### src/rtl/serial_subtractor_if.sv
// Handshake and data bundle for the bit-serial subtractor.
// The master requests an operation; the slave (the subtractor) reports
// progress and the registered result.
interface serial_subtractor_if #(
  parameter int WIDTH = 8
);
  logic             start;
  logic [WIDTH-1:0] a;
  logic [WIDTH-1:0] b;
  logic             bin;
  logic             busy;
  logic             done;
  logic [WIDTH-1:0] diff;
  logic             borrow;

  modport master (
    output start, a, b, bin,
    input  busy, done, diff, borrow
  );

  modport slave (
    input  start, a, b, bin,
    output busy, done, diff, borrow
  );
endinterface

### src/rtl/serial_subtractor.sv
// Bit-serial subtractor: computes a - b - bin one bit per clock, LSB first.
// Timeline for one operation (edge 0 = accepting edge):
//   edge 0        : operands captured, IDLE -> RUN
//   edges 1..WIDTH: one full-subtractor step per edge
//   edge WIDTH    : result published, RUN -> DONE (done high for one cycle)
//   edge WIDTH+1  : DONE -> IDLE, ready to accept again
module serial_subtractor #(
  parameter int WIDTH = 8
) (
  input logic               clk,
  input logic               rst,
  serial_subtractor_if.slave bus
);

  localparam int CNT_W = $clog2(WIDTH) + 1;

  typedef enum logic [1:0] {
    IDLE = 2'd0,
    RUN  = 2'd1,
    DONE = 2'd2
  } state_t;

  state_t           state_q;
  logic [WIDTH-1:0] a_q;        // minuend, shifted right each RUN cycle
  logic [WIDTH-1:0] b_q;        // subtrahend, shifted right each RUN cycle
  logic             br_q;       // running borrow between bit positions
  logic [WIDTH-1:0] shift_q;    // partial difference, filled from the MSB end
  logic [CNT_W-1:0] cnt_q;      // bits processed so far in this operation
  logic [WIDTH-1:0] diff_q;     // last published result
  logic             borrow_q;   // last published borrow-out
  logic             busy_q;
  logic             done_q;

  logic             d_d;        // difference bit for the current position
  logic             br_d;       // borrow out of the current position
  logic [WIDTH-1:0] shift_d;    // partial difference after this step

  // Full-subtractor step on the current LSBs of the operand registers.
  // NOTE: every signal driven here is assigned unconditionally, so no latch can form.
  always_comb begin
    d_d     = a_q[0] ^ b_q[0] ^ br_q;
    br_d    = (~a_q[0] & b_q[0]) | (~(a_q[0] ^ b_q[0]) & br_q);
    shift_d = {d_d, shift_q[WIDTH-1:1]};
  end

  // Control FSM with datapath registers and registered outputs.
  // NOTE: all state here uses non-blocking assignments so every register
  // samples pre-edge values, independent of statement order.
  always_ff @(posedge clk or posedge rst) begin
    if (rst) begin
      state_q  <= IDLE;
      a_q      <= '0;
      b_q      <= '0;
      br_q     <= 1'b0;
      shift_q  <= '0;
      cnt_q    <= '0;
      diff_q   <= '0;
      borrow_q <= 1'b0;
      busy_q   <= 1'b0;
      done_q   <= 1'b0;
    end else begin
      case (state_q)
        IDLE: begin
          if (bus.start) begin
            a_q     <= bus.a;
            b_q     <= bus.b;
            br_q    <= bus.bin;
            shift_q <= '0;
            cnt_q   <= '0;
            busy_q  <= 1'b1;
            state_q <= RUN;
          end
        end

        RUN: begin
          a_q     <= a_q >> 1;
          b_q     <= b_q >> 1;
          br_q    <= br_d;
          shift_q <= shift_d;
          cnt_q   <= cnt_q + CNT_W'(1);
          // Last bit: publish the fully assembled word straight from the
          // combinational step so the result appears on this same edge.
          if (cnt_q == CNT_W'(WIDTH - 1)) begin
            diff_q   <= shift_d;
            borrow_q <= br_d;
            done_q   <= 1'b1;
            state_q  <= DONE;
          end
        end

        DONE: begin
          done_q  <= 1'b0;
          busy_q  <= 1'b0;
          state_q <= IDLE;
        end

        default: begin
          done_q  <= 1'b0;
          busy_q  <= 1'b0;
          state_q <= IDLE;
        end
      endcase
    end
  end

  assign bus.busy   = busy_q;
  assign bus.done   = done_q;
  assign bus.diff   = diff_q;
  assign bus.borrow = borrow_q;

endmodule

### src/flat_wrapper.sv
// flat-port wrapper written by rule: the top's interface ports become plain ports
module serial_subtractor_flat 
#(
  parameter int WIDTH = 8
)
  (clk, rst, bus_start, bus_a, bus_b, bus_bin, bus_busy, bus_done, bus_diff, bus_borrow);
  serial_subtractor_if #(.WIDTH(WIDTH)) bus_i ();
  input logic clk;
  input logic rst;
  input wire logic [$bits(bus_i.start)-1:0] bus_start;
  input wire logic [$bits(bus_i.a)-1:0] bus_a;
  input wire logic [$bits(bus_i.b)-1:0] bus_b;
  input wire logic [$bits(bus_i.bin)-1:0] bus_bin;
  output wire logic [$bits(bus_i.busy)-1:0] bus_busy;
  output wire logic [$bits(bus_i.done)-1:0] bus_done;
  output wire logic [$bits(bus_i.diff)-1:0] bus_diff;
  output wire logic [$bits(bus_i.borrow)-1:0] bus_borrow;
  assign bus_i.start = bus_start;
  assign bus_i.a = bus_a;
  assign bus_i.b = bus_b;
  assign bus_i.bin = bus_bin;
  assign bus_busy = bus_i.busy;
  assign bus_done = bus_i.done;
  assign bus_diff = bus_i.diff;
  assign bus_borrow = bus_i.borrow;
  serial_subtractor #(.WIDTH(WIDTH)) u_core (.clk(clk), .rst(rst), .bus(bus_i));
endmodule
### config.mk
export PLATFORM = sky130hd
export DESIGN_NAME = serial_subtractor_flat
export DESIGN_NICKNAME = d
export VERILOG_FILES = /design/src/rtl/serial_subtractor_if.sv /design/src/rtl/serial_subtractor.sv /design/src/flat_wrapper.sv
export SDC_FILE = /design/constraint.sdc
export NUM_CORES = 1
export LEC_CHECK = 0
export BUFFER_PORTS_ARGS = -buffer_cell sky130_fd_sc_hd__buf_2
export CAP_MARGIN = 20
export CORE_ASPECT_RATIO = 0.5
export CORE_MARGIN = 2
export CORE_UTILIZATION = 54
export CTS_CLUSTER_SIZE = 14
export DETAILED_ROUTE_END_ITERATION = 8
export HOLD_SLACK_MARGIN = 0.08
export PLACE_DENSITY = 0.78
export SLEW_MARGIN = 10
export SYNTH_ARGS = -nofsm -noshare
export SYNTH_HDL_FRONTEND = slang
export SYNTH_SLANG_ARGS = --single-unit
### constraint.sdc
create_clock -name clk -period 1.85 [get_ports clk]
set_clock_uncertainty 0.05 [all_clocks]
set_input_delay 0.37 -clock clk [delete_from_list [all_inputs] [get_ports clk]]
set_output_delay 0.37 -clock clk [all_outputs]
set_load 0.1 [all_outputs]
==> results.ini <==
[outcome]
status = complete, no violations

[logic_synthesis]
synthSimpleGateAreaFrac_pct = 7.86
yosysTopAreaCell = dfrtp_1
yosys-mux-area-fraction_pct = 6.48
synth_edf_count = 0
yosysMostFrequentCell = dfrtp_1
synth_adder_area_share_pct = 1.89
synth_top_family_by_area = compound AO/OA/AOI/OAI gates
syn_inst = 146
synth_cell_type_count = 26
syn_area_um2 = 1720
yosysSeqAreaShare_pct = 59.7
synth_area_leaders = dfrtp_1 (60%), mux2_2 (5.9%), a22oi_1 (5.7%), a22o_1 (5.6%), o21ai_0 (4.7%)
synthXorXnorAreaFrac_pct = 0
syn_nets = 168
synth-compound-area-share_pct = 20.2
avgSynthCellArea_um2 = 11.8
yosys_warnings = 0
synth_top_cell_area_share_pct = 59.7
synth-async-reset-ratio_pct = 100
synthTopCellsByCount = dfrtp_1 (41), o21ai_0 (16), a22oi_1 (13)
synth_top_flop_cell = dfrtp_1
synth_seq_cells = 41

[timing]
setup_slack_ns = 0.146
tns_ns = 0
drv_slew = 0
max_clock_freq_mhz = 587
rsz0062_at_grt = false
period_minus_slack_ns = 1.70
hold_ws_ns = 0.142
setup_viol = 0
worst_pin_slew_ns = 0.507
relSlewSlack_pct = 66.2
finalCritPeriodShare_pct = 92.1
hold_viol_final = 0

[layout]
fillerInstances = 234
multi_input_area_um2 = 627
final_util_pct = 68.9
n_antenna_cell = 0
syn2layout_area_growth_pct = 20.8
drive_gt1_share_pct = 31.0
nNetsFinal = 205
regArea_um2 = 1030

[place]
place_hpwl_um = 2190
io_buffers = 30
place.gp.congestion = 0.735
post-place-ws_ns = 0.173

[cts]
root_buffer = clkbuf_8
htree_levels = 2
clk_latency_ns = 0.29
cts_sinks = 41
cts_resized = 0
cts.reportedPaths.clkPinSlew_ns = 0.08
max-clock-path-buffers = 2
cts_setup_buffers = 0
postCtsHoldBufs = 0
cts_made_buffers = 5
cts_tree = done

[floorplan]
die_h_um = 43.9
start_util_pct = 57.1
fp.dieArea_um2 = 3680
rows = 14
die_w_um = 83.8
core-area_um2 = 3010
io_pins = 31

[run]
drv_cap = 0

[critical_path]
crit_slowest_cell = and4_1
crit_path_end_kind = flip-flop
critPathMaxStageDelay_ns = 0.52
r2r_start = u_core.cnt_q[0]
critical_path_peak_fanout = 11
crit_type = flip-flop to flip-flop
cp_data_required_time_ns = 1.98
crit_family = simple AND/OR/NAND/NOR gates
rr_endpoint = u_core.bus.diff[2]
worstRegToRegCells = 3
crit_cells = 3
arrival_ns = 1.83
r2r_setup_slack_ns = 0.15
cp-start-kind = flip-flop
worstPathCellList = ha_1 -> and4_1 -> mux2_2
cp.buffers_inverters = 0

[route]
drtAntennaViolNets = 0
avgViaCountPerCell = 5.58
wire_per_inst_um = 14.4
dr.pass1.iters = 4
drt_iter0_drc = 42
drc = 0
drt_wl_total_um = 3220
vias = 1251

[global_routing]
grt.total_usage_pct = 20.4
overflow = 0
grt_antenna_before_repair = 0
grt_max_degree = 42
grt_pass1_vias = 1260
grt_pass1_wl_um = 5770

[power]
p_per_area_nw_per_um2 = 2000
p_leak_nw = 1.00
total_power_mw = 4.16
ir_worst_vdd_v = 0.00122

[min_path]
hp-class = primary input to async pin

==> cell type report <==
cell class	count	share of cell area, %
flip-flops and latches	41	49.4
multi-input cells	90	30.2
repair buffers	39	10.5
clock buffers	5	3.31
clock inverters	3	3.13
well taps	40	2.41
inverters	6	1.08
==> worst max-delay path by stage <==
stage                           start            endpoint  slack, ns
floorplan           u_core.state_q[0]  u_core.bus.diff[0]       0.40
global placement      u_core.cnt_q[0]  u_core.bus.diff[5]       0.22
detailed placement    u_core.cnt_q[0]  u_core.bus.diff[1]       0.17
CTS                   u_core.cnt_q[0]  u_core.bus.diff[2]       0.14
global route          u_core.cnt_q[0]  u_core.bus.diff[2]       0.07
finish                u_core.cnt_q[0]  u_core.bus.diff[2]       0.15
==> cell families (layout without fill, tap and decap cells) <==
group,Yosys count,in the layout
mux,10,10
fa+ha+maj,2,2
compound gates,51,51
buf+inv,15,53
flops,41,41
simple gates,27,27
==> routing by layer <==
layer | up-vias | GRT usage (%) | part of all wire (%) | routed length (um)
met2 | 35 | 32.5 | 48 | 1530
met3 | 4 | 6.10 | 5.7 | 182
met4 | 0 | 7.10 | 0.62 | 20
met1 | 617 | 27.6 | 46 | 1480
met5 | - | 0 | 0 | 0
li1 | 595 | - | - | -
==> worst reg2reg max path: cells and delay by family, from the launching register on <==
| family | cells | cell delay, ns |
|---|---|---|
| flip-flops | 1 | 0.41 |
| multiplexers | 1 | 0.40 |
| adder cells (fa/ha/maj) | 1 | 0.22 |
| AND/OR/NAND/NOR | 1 | 0.52 |
==> per-stage QoR <==
stage / cells / cell area, um2
after CTS: 224 / 2080
after floorplan: 146 / 1720
after global placement: 216 / 1940
final: 224 / 2080
after global routing: 224 / 2080
after detailed placement: 216 / 1940
==> cells in the final DEF (no fill, tap or decap), drive strengths merged, types with 2 or more instances in the layout <==
master,count
dfrtp,41
nor2b,7
mux2,9
nand2,12
bufinv,2
a2bb2oi,2
buf,39
a22oi,13
a22o,11
nor2,3
o21ai,16
clkbuf,5
a21oi,5
inv,6
==> power breakdown <==
part	internal, mW	switching, mW	total (mW)	leakage [nW]
clock network	0.536	0.310	0.846	0.0681
logic	0.548	1.31	1.86	0.407
registers	1.25	0.210	1.46	0.525
==> state kept, by name, indices dropped and copies added (netlist names) <==
name,count
u_core.a_q,8
u_core.b_q,8
u_core.bus.diff,8
u_core.shift_q,7
u_core.cnt_q,4
u_core.state_q,2
u_core.br_q,1
u_core.bus.borrow,1
u_core.bus.busy,1
u_core.bus.done,1
Power figures use the tool's default switching activity.
